[src/rtl/sipo_frame.sv]
// Framed serial-to-parallel deserializer: assembles WORDS words of WIDTH bits into a
// one-entry valid/ready output register. Also reports the word index, frame done and overrun.
module sipo_frame #(
  parameter int unsigned WIDTH      = 16,
  parameter int unsigned WORDS      = 9,
  parameter bit          MSB_FIRST  = 1'b1,
  parameter bit          AUTO_REARM = 1'b0,
  parameter int unsigned IDX_W      = (WORDS > 1) ? $clog2(WORDS) : 1
) (
  input  logic             i_clk,
  input  logic             i_rst,
  input  logic             i_in,
  input  logic             i_in_valid,
  input  logic             i_start,
  input  logic             i_out_ready,
  output logic [WIDTH-1:0] o_out,
  output logic             o_out_valid,
  output logic [IDX_W-1:0] o_word_idx,
  output logic             o_frame_done,
  output logic             o_overrun,
  output logic             o_busy
);

  localparam int unsigned      CNT_W     = $clog2(WIDTH);
  localparam logic [CNT_W-1:0] BIT_LAST  = CNT_W'(WIDTH - 1);
  localparam logic [IDX_W-1:0] WORD_LAST = IDX_W'(WORDS - 1);

  typedef enum logic [0:0] {StIdle, StShift} state_e;

  state_e             r_state, w_state_d;
  logic [CNT_W-1:0]   r_bit_cnt, w_bit_cnt_d;
  logic [IDX_W-1:0]   r_wcnt, w_wcnt_d;
  logic [WIDTH-1:0]   r_sr, w_sr_d;
  logic [WIDTH-1:0]   r_out, w_out_d;
  logic               r_out_valid, w_out_valid_d;
  logic [IDX_W-1:0]   r_word_idx, w_word_idx_d;
  logic               r_frame_done, w_frame_done_d;
  logic               r_overrun, w_overrun_d;
  logic [WIDTH-1:0]   w_sr_shifted;

  // The shifted value already contains the current bit, so a completing word loads from it.
  assign w_sr_shifted = MSB_FIRST ? {r_sr[WIDTH-2:0], i_in} : {i_in, r_sr[WIDTH-1:1]};

  always_comb begin
    w_state_d      = r_state;
    w_bit_cnt_d    = r_bit_cnt;
    w_wcnt_d       = r_wcnt;
    w_sr_d         = r_sr;
    w_out_d        = r_out;
    w_out_valid_d  = r_out_valid;
    w_word_idx_d   = r_word_idx;
    w_frame_done_d = 1'b0;
    w_overrun_d    = r_overrun;

    if (r_out_valid && i_out_ready) begin
      w_out_valid_d = 1'b0;
    end

    unique case (r_state)
      StIdle: begin
        if (i_start) begin
          w_state_d   = StShift;
          w_bit_cnt_d = '0;
          w_wcnt_d    = '0;
          w_overrun_d = 1'b0;
        end
      end
      StShift: begin
        if (i_in_valid) begin
          w_sr_d = w_sr_shifted;
          if (r_bit_cnt == BIT_LAST) begin
            w_bit_cnt_d = '0;
            if (!r_out_valid || i_out_ready) begin
              w_out_d       = w_sr_shifted;
              w_word_idx_d  = r_wcnt;
              w_out_valid_d = 1'b1;
            end else begin
              w_overrun_d = 1'b1;
            end
            if (r_wcnt == WORD_LAST) begin
              w_wcnt_d       = '0;
              w_frame_done_d = 1'b1;
              if (!AUTO_REARM) begin
                w_state_d = StIdle;
              end
            end else begin
              w_wcnt_d = r_wcnt + IDX_W'(1);
            end
          end else begin
            w_bit_cnt_d = r_bit_cnt + CNT_W'(1);
          end
        end
      end
      default: w_state_d = StIdle;
    endcase
  end

  always_ff @(posedge i_clk) begin
    if (!i_rst) begin
      r_state      <= StIdle;
      r_bit_cnt    <= '0;
      r_wcnt       <= '0;
      r_sr         <= '0;
      r_out        <= '0;
      r_out_valid  <= 1'b0;
      r_word_idx   <= '0;
      r_frame_done <= 1'b0;
      r_overrun    <= 1'b0;
    end else begin
      r_state      <= w_state_d;
      r_bit_cnt    <= w_bit_cnt_d;
      r_wcnt       <= w_wcnt_d;
      r_sr         <= w_sr_d;
      r_out        <= w_out_d;
      r_out_valid  <= w_out_valid_d;
      r_word_idx   <= w_word_idx_d;
      r_frame_done <= w_frame_done_d;
      r_overrun    <= w_overrun_d;
    end
  end

  assign o_out        = r_out;
  assign o_out_valid  = r_out_valid;
  assign o_word_idx   = r_word_idx;
  assign o_frame_done = r_frame_done;
  assign o_overrun    = r_overrun;
  assign o_busy       = (r_state == StShift);

endmodule

[config.mk]
export PLATFORM = sky130hd
export DESIGN_NAME = sipo_frame
export DESIGN_NICKNAME = d
export VERILOG_FILES = /design/src/rtl/sipo_frame.sv
export SDC_FILE = /design/constraint.sdc
export NUM_CORES = 1
export LEC_CHECK = 0
export CORE_MARGIN = 2
export CORE_UTILIZATION = 52
export CTS_CLUSTER_DIAMETER = 40
export DETAILED_ROUTE_END_ITERATION = 8
export PLACE_DENSITY_LB_ADDON = 0.1
export SYNTH_ARGS = -nofsm -noshare
export SYNTH_HDL_FRONTEND = slang
export SYNTH_SLANG_ARGS = --single-unit
[constraint.sdc]
create_clock -name i_clk -period 1.5 [get_ports i_clk]
set_input_delay 0.15 -clock i_clk [delete_from_list [all_inputs] [get_ports i_clk]]
set_output_delay 0.15 -clock i_clk [all_outputs]
set_load 0.1 [all_outputs]
==> results of run 1 <==
[where the power goes]
part | switching [mW] | internal [mW]
clock network | 0.374 | 0.183
logic | 0.0716 | 0.0441
registers | 0.00707 | 1.25
total | 0.453 | 1.48
[flip-flops by register name, indices dropped and copies added, names as in the netlist, 4 cells and up]
name / flops
r_bit_cnt: 4
r_wcnt: 4
r_sr: 15
o_word_idx: 4
o_out: 16
[how the worst min path moves through the flow]
| stage | startpoint | to | slack (ns) | cells past startpoint |
|---|---|---|---|---|
| after CTS | i_rst | o_out_valid | 0.08 | 2 |
| after detailed placement | r_sr[14] | o_out[15] | 0.45 | 2 |
| after floorplan | i_in | o_out[0] | 0.28 | 2 |
| after global routing | i_rst | o_out_valid | 0.08 | 2 |
| final | i_rst | o_out_valid | 0.1 | 2 |
| after global placement | r_sr[14] | o_out[15] | 0.44 | 2 |
[layout by cell type (no fill, tap or decap), types with 2 or more instances in the layout]
master           Yosys  final
and3_1               2      2
or3_4                1      3
a31oi_1              2      2
clkbuf_4             0      5
a21boi_0            18     18
inv_1                2      2
nor3_1               4      3
nor2b_1              2      2
nand2b_1             2      2
nand2_1             58     58
nor2_1               4      3
buf_12               0     25
clkdlybuf4s50_1      0      4
nand3_1             47     46
clkbuf_1             7      2
nand4_1              3      3
a21oi_1              2      2
ha_1                 3      2
dfxtp_1             47     45
buf_4                0     10
o21ai_0              2      2
o21a_1               2      2
[worst register-to-register path, stage by stage, from the launching register on]
cell     delay, ns
dfxtp_1       0.37
ha_2          0.22
nand3_4       0.13
or3_4         0.47
nand3_1       0.10
nand2_1       0.06
[routing by layer]
metal  share of wire (%)  GRT usage (%)  vias to the layer above
met3                 4.8           5.18                       10
met4                 1.9           7.34                        0
met1                  44           24.5                      752
met5                   0              0                        -
met2                  49           33.6                       42
li1                    -              -                      827
[kinds of logic after synthesis]
family | count (synthesis) | synth area share (%)
flops | 47 | 50.7
compound gates | 30 | 11.5
xor+xnor | 1 | 0.472
fa+ha+maj | 3 | 2.02
buf+inv | 17 | 4.66
simple gates | 125 | 30.6
[layout make-up]
class	count	area (um^2)	share of cell area, %
Clock buffer	7	45.0	1.76
Inverter	2	7.51	0.294
Sequential cell	47	946	37.0
Tap cell	46	57.6	2.25
Timing Repair Buffer	40	621	24.3
Multi-Input combinational cell	161	872	34.1
Clock inverter	1	5.00	0.196
[metrics by stage]
stage | instances | hold WS, ns | total power, mW
after floorplan | 223 | 0.280 | 1.36
after global routing | 304 | 0.0762 | 2.02
final | 304 | 0.0998 | 1.93
after CTS | 302 | 0.0823 | 1.95
after detailed placement | 294 | 0.452 | 1.40
after global placement | 294 | 0.444 | 1.40
[repair_timing]
action / CTS / global route
resized for setup: 0 / 6
endpoints found under the setup margin: 0 / 22
hold buffers: 0 / 0
==> impl_results.md, run 1 <==
* CP Class: reg2reg
* Die Area at between 4000 and 5000 um^2
* Tmin final at 1.44 ns
* Share of layout cells above drive strength 1 at 20.2%
* PwrDens at 757 nW/um^2
* Clk sinks at 47
* Critical-path maximum fanout at 6
* CP max-delay cell: or3_4
* Largest net degree at the start of global routing at 38
* Die width at 63.7 um
* Buf+Inv Stages, Crit Path at 0
* WP data arrival at roughly 1.7 ns
* Initial Util at roughly 55%
* Vias in the first global route at 1,491
* Status: complete, no violations
* Synthesized flop and latch total at 47
* Setup TNS at 0 ns
* Post-layout nets at between 200 and 300
* Grt ovf at 0
* Placement Setup Slack at -0.0631 ns
* Clock insertion delay at the later pin of the skew report at ~0.35 ns
* Tcrit/Tclk final at just under 100%
* Top-level port count at 30
* Max Clock Freq at 0.694 GHz
* Area Overhead vs Synth at 37.7%
* Final Hold Fails at 0
* Final wirelength at ~3900 um
* Mapped cell area at around 1900 um^2
* Worst path top cell family by delay: simple AND/OR/NAND/NOR gates
* Final setup fails at 0
* # port buffers at 29
* Mapped Nets at approximately 230
* FP Rows at 21
* Max Buffers Root-to-Sink at 2
* FF-to-FF path depth at 5
* Post-DP Area at 2460 um^2
* Crit path largest cell delay at 0.46 ns
* CTS buffer count at 5
* Final worst slack at between 0.05 and 0.06 ns
* Worst R2R Setup Slack at approximately 0.058 ns
* Ys async rst share at 0%
* Die height at about 64 um
* Root Driver: clkbuf_4
* Critical-path cell list: ha_2 -> nand3_4 -> or3_4 -> nand3_1 -> nand2_1
* Synth Warn # at 0
* Util after Layout at 75.3%
* Worst-margin pin slew at 0.368 ns
* Max Cap Viol at 0
* Vias at approximately 1,600
* First-pass iteration count of the detailed router at 4
* Layout fillers at 236
* Htree depth at 2
* Initial antenna violation count at 0
* Critical path capture point type: flop
* Reg-to-reg startpoint: r_bit_cnt[1]
* DRT iter0 DRCs at between 70 and 80
* Cell count along the critical path at 5
* Antenna Cells at 0
* Core Region at around 3400 um^2
* Clock Skew at 0.00354 ns
* Slew Viols, Final at 0
* Syn Inst Count at 223
* # DRC at 0
* Area leader, netlist: dfxtp_1
* Post-synth EDFFs at 0
* Startpoint Class: flop
* RePlAce Congestion at ~0.79
* Drt via density at between 5 and 6
* First-pass GRT wire length at between 6000 and 7000 um
* Max-Slew Margin vs Limit at between 70% and 80%
* Top cell type's share of synthesized area at roughly half
* Worst EP required at around 1.8 ns
* Seq/Total Area, Yosys at 50.7%
* Wire per inst at approximately 13 um
* Post-route ant nets at 0
* Synth top cells by count: nand2_1 (58), dfxtp_1 (47), nand3_1 (47)
* Final Instance Area at between 2000 and 3000 um^2
* TritonCTS clock tree: built
* Worst setup path start: r_bit_cnt[1]
* Gr usage total at 20.0%
* Leak at ~1.0 nW
* Distinct cells, synth at 27
* FF-to-FF End: o_out[6]
* Most common cell in the synthesized netlist: nand2_1
* Main synth FF type: dfxtp_1
* Largest cells by area after synthesis: dfxtp_1 (51%), nand3_1 (13%), nand2_1 (12%), a21boi_0 (7.3%), ha_1 (2.0%)
* Worst vdd ir at around 0.63 mV
* Number of setup buffers added after CTS at 0
* Hold Path Class: in2reg
* Post-synthesis average cell area at between 8 and 9 um^2
* HPWL after DPL at roughly 2500 um
* CTS clk-pin slew, worst paths at roughly 0.12 ns
* Critical Path End: o_out[6]
(Power assumes the default switching activity.)
==> inputs of run 2 (changes only) <==
--- a/config.mk
+++ b/config.mk
@@ -8,8 +8,10 @@
 export CORE_MARGIN = 2
 export CORE_UTILIZATION = 52
 export CTS_CLUSTER_DIAMETER = 40
+export CTS_CLUSTER_SIZE = 16
 export DETAILED_ROUTE_END_ITERATION = 8
 export PLACE_DENSITY_LB_ADDON = 0.1
+export SETUP_SLACK_MARGIN = 0.3
 export SYNTH_ARGS = -nofsm -noshare
 export SYNTH_HDL_FRONTEND = slang
 export SYNTH_SLANG_ARGS = --single-unit
==> run 2 against run 1 <==
Compared with the run above:
- power increased by 9.4%
- sequential cell count unchanged
- sequential share of layout area decreased by 2.8 points
- non-clock buffer count increased by 3
- global-route usage increased by 2.7 points
- die area unchanged
- critical endpoint is now r_wcnt[2]
- largest power group unchanged
- register-to-register slack improved by 0.09 ns
- clock power increased by 27%
- combinational power increased by 25%
- core utilization increased by 6.8 points
- hold slack got worse by 0.012 ns
==> impl_results.md, run 2 (synthesized netlist as in run 1, its figures left out) <==
* WP data arrival at 1.63 ns (was 1.70 ns)
* CP Class: reg2reg (unchanged)
* Die Area at 4060 um^2 (unchanged)
* Max Clock Freq at 0.740 GHz (was 0.694 GHz)
* Hold Path Class: in2reg (unchanged)
* Post-route ant nets at 0 (unchanged)
* Initial Util at 54.7% (unchanged)
* RePlAce Congestion at 0.783 (was 0.788)
* Leak at 1.06 nW (was 1.00 nW)
* Antenna Cells at 0 (unchanged)
* Non-Filler Instances at 308 (was 304)
* Gr usage total at 22.7% (was 20.0%)
* Largest net degree at the start of global routing at 42 (was 38)
* Final setup fails at 0 (unchanged)
* Max FFs per register at 16 (unchanged)
* Vias in the first global route at 1,632 (was 1,491)
* Most frequent cells in the layout: nand2_1 (55), dfxtp_1 (43), nand3_1 (35) (was nand2_1 (58), nand3_1 (46), dfxtp_1 (45))
* Vias at 1,697 (was 1,631)
* Clock insertion delay at the later pin of the skew report at 0.36 ns (was 0.35 ns)
* Startpoint Class: flop (unchanged)
* First-pass iteration count of the detailed router at 4 (unchanged)
* RSZ-0062 raised after global routing: yes
* First-pass GRT wire length at 7290 um (was 6450 um)
* Max Cap Viol at 0 (unchanged)
* Tmin final at 1.35 ns (was 1.44 ns)
* Routing usage on met3 at 4.11% (was 5.18%)
* Critical path capture point type: flop (unchanged)
* Layout fillers at 201 (was 236)
* # port buffers at 29 (unchanged)
* TritonCTS clock tree: built (unchanged)
* Post-layout nets at 270 (was 266)
* Placement Setup Slack at -0.00837 ns (was -0.0631 ns)
* Drt via density at 5.51 (was 5.37)
* Tcrit/Tclk final at 90.1% (was 96.1%)
* GR Util met1 at 28.4% (was 24.5%)
* Max Buffers Root-to-Sink at 2 (unchanged)
* Final wirelength at 4320 um (was 3850 um)
* Util after Layout at 82.1% (was 75.3%)
* CTS buffer count at 5 (unchanged)
* GR peak layer: met2 (unchanged)
* Core Region at 3390 um^2 (unchanged)
* CTS clk-pin slew, worst paths at 0.14 ns (was 0.12 ns)
* Area Overhead vs Synth at 50.1% (was 37.7%)
* Grt ovf at 0 (unchanged)
* Max-Slew Margin vs Limit at 83.2% (was 75.4%)
* Share of layout cells above drive strength 1 at 30.5% (was 20.2%)
* Htree depth at 2 (unchanged)
* Critical-path maximum fanout at 7 (was 6)
* HPWL after DPL at 2500 um (was 2480 um)
* Status: complete, no violations (unchanged)
* GR Layer Usage met2 at 38.3% (was 33.6%)
* Final worst slack at 0.148 ns (was 0.0582 ns)
* Clock Skew at 0.0154 ns (was 0.00354 ns)
* # DRC at 0 (unchanged)
* Root Driver: clkbuf_4 (unchanged)
* Top-level port count at 30 (unchanged)
* Hold buffers post-CTS at 0 (unchanged)
* Worst vdd ir at 0.729 mV (was 0.629 mV)
* FP Rows at 21 (unchanged)
* Slew Viols, Final at 0 (unchanged)
* Worst-margin pin slew at 0.251 ns (was 0.368 ns)
* Commonest non-fill, non-tap cell in the layout: nand2_1 (unchanged)
* Total power at 2.11 mW (was 1.93 mW)
* Final Hold Fails at 0 (unchanged)
* Die height at 63.7 um (unchanged)
* Initial antenna violation count at 0 (unchanged)
* Placed Cells at 292 (was 294)
* Clk sinks at 47 (unchanged)
* PwrDens at 760 nW/um^2 (was 757 nW/um^2)
* Worst EP required at 1.77 ns (was 1.76 ns)
* Die width at 63.7 um (unchanged)
* DRT iter0 DRCs at 97 (was 79)
* Wire per inst at 14.0 um (was 12.7 um)
-- run 2: changes by cell type in the layout (fill, tap and decap cells not counted), sizes merged --
cell      previous run  this run
buf                 36        39
clkinv               1         0
clkbuf               7         6
clkinvlp             0         1
inv                  2         3
or3                  3         4
-- run 2: cell type report --
class                      instances  area [um^2]  area share [%]
inverter                           2         7.51           0.270
timing repair buffer              43          687            24.7
tap                               46         57.6            2.07
sequential                        47          953            34.3
clock inverter                     2         16.3           0.585
multi-input combinational        162          998            35.9
clock buffer                       6         62.6            2.25
-- run 2: critical path, stage by stage (launching register included) --
cell	delay (ns)
dfxtp_4	0.40
ha_4	0.14
nand3_4	0.13
buf_6	0.16
nor2_4	0.14
o22ai_1	0.11
a21o_1	0.17
-- run 2: metal layers --
layer  vias to the layer above  share of wire, %
met5                         -                 0
met4                         0               1.6
met3                         6               4.0
met2                        45                50
met1                       801                44
li1                        845                 -
-- run 2: path summary, 6_finish.rpt --
check                                   from     endpoint  slack [ns]  depth (start not counted)
worst max-delay path            r_bit_cnt[0]    r_wcnt[2]        0.15                          6
worst min-delay path                   i_rst  o_out_valid        0.09                          2
worst max register to register  r_bit_cnt[0]    r_wcnt[2]        0.15                          6
worst min register to register      r_sr[14]    o_out[15]        0.47                          2
-- run 2: what timing repair did --
item,4_1_cts,5_1_grt
endpoints found under the setup margin,32,47
gates resized for setup,14,23
setup buffers,4,1
pin swaps,11,9
gates cloned,3,0
-- run 2: through the flow --
stage               hold slack [ns]  cell area, um^2  TNS, ns
floorplan                     0.280             1920        0
global placement              0.443             2510        0
detailed placement            0.448             2510  -0.0282
CTS                          0.0850             2700        0
global route                 0.0860             2780        0
finish                       0.0876             2780        0
-- run 2: report_power, final --
part | leakage, nW | total, mW | internal [mW] | switching [mW]
sequential | 0.381 | 1.26 | 1.25 | 0.00791
clock | 0.0400 | 0.710 | 0.290 | 0.420
combinational | 0.639 | 0.145 | 0.0606 | 0.0840
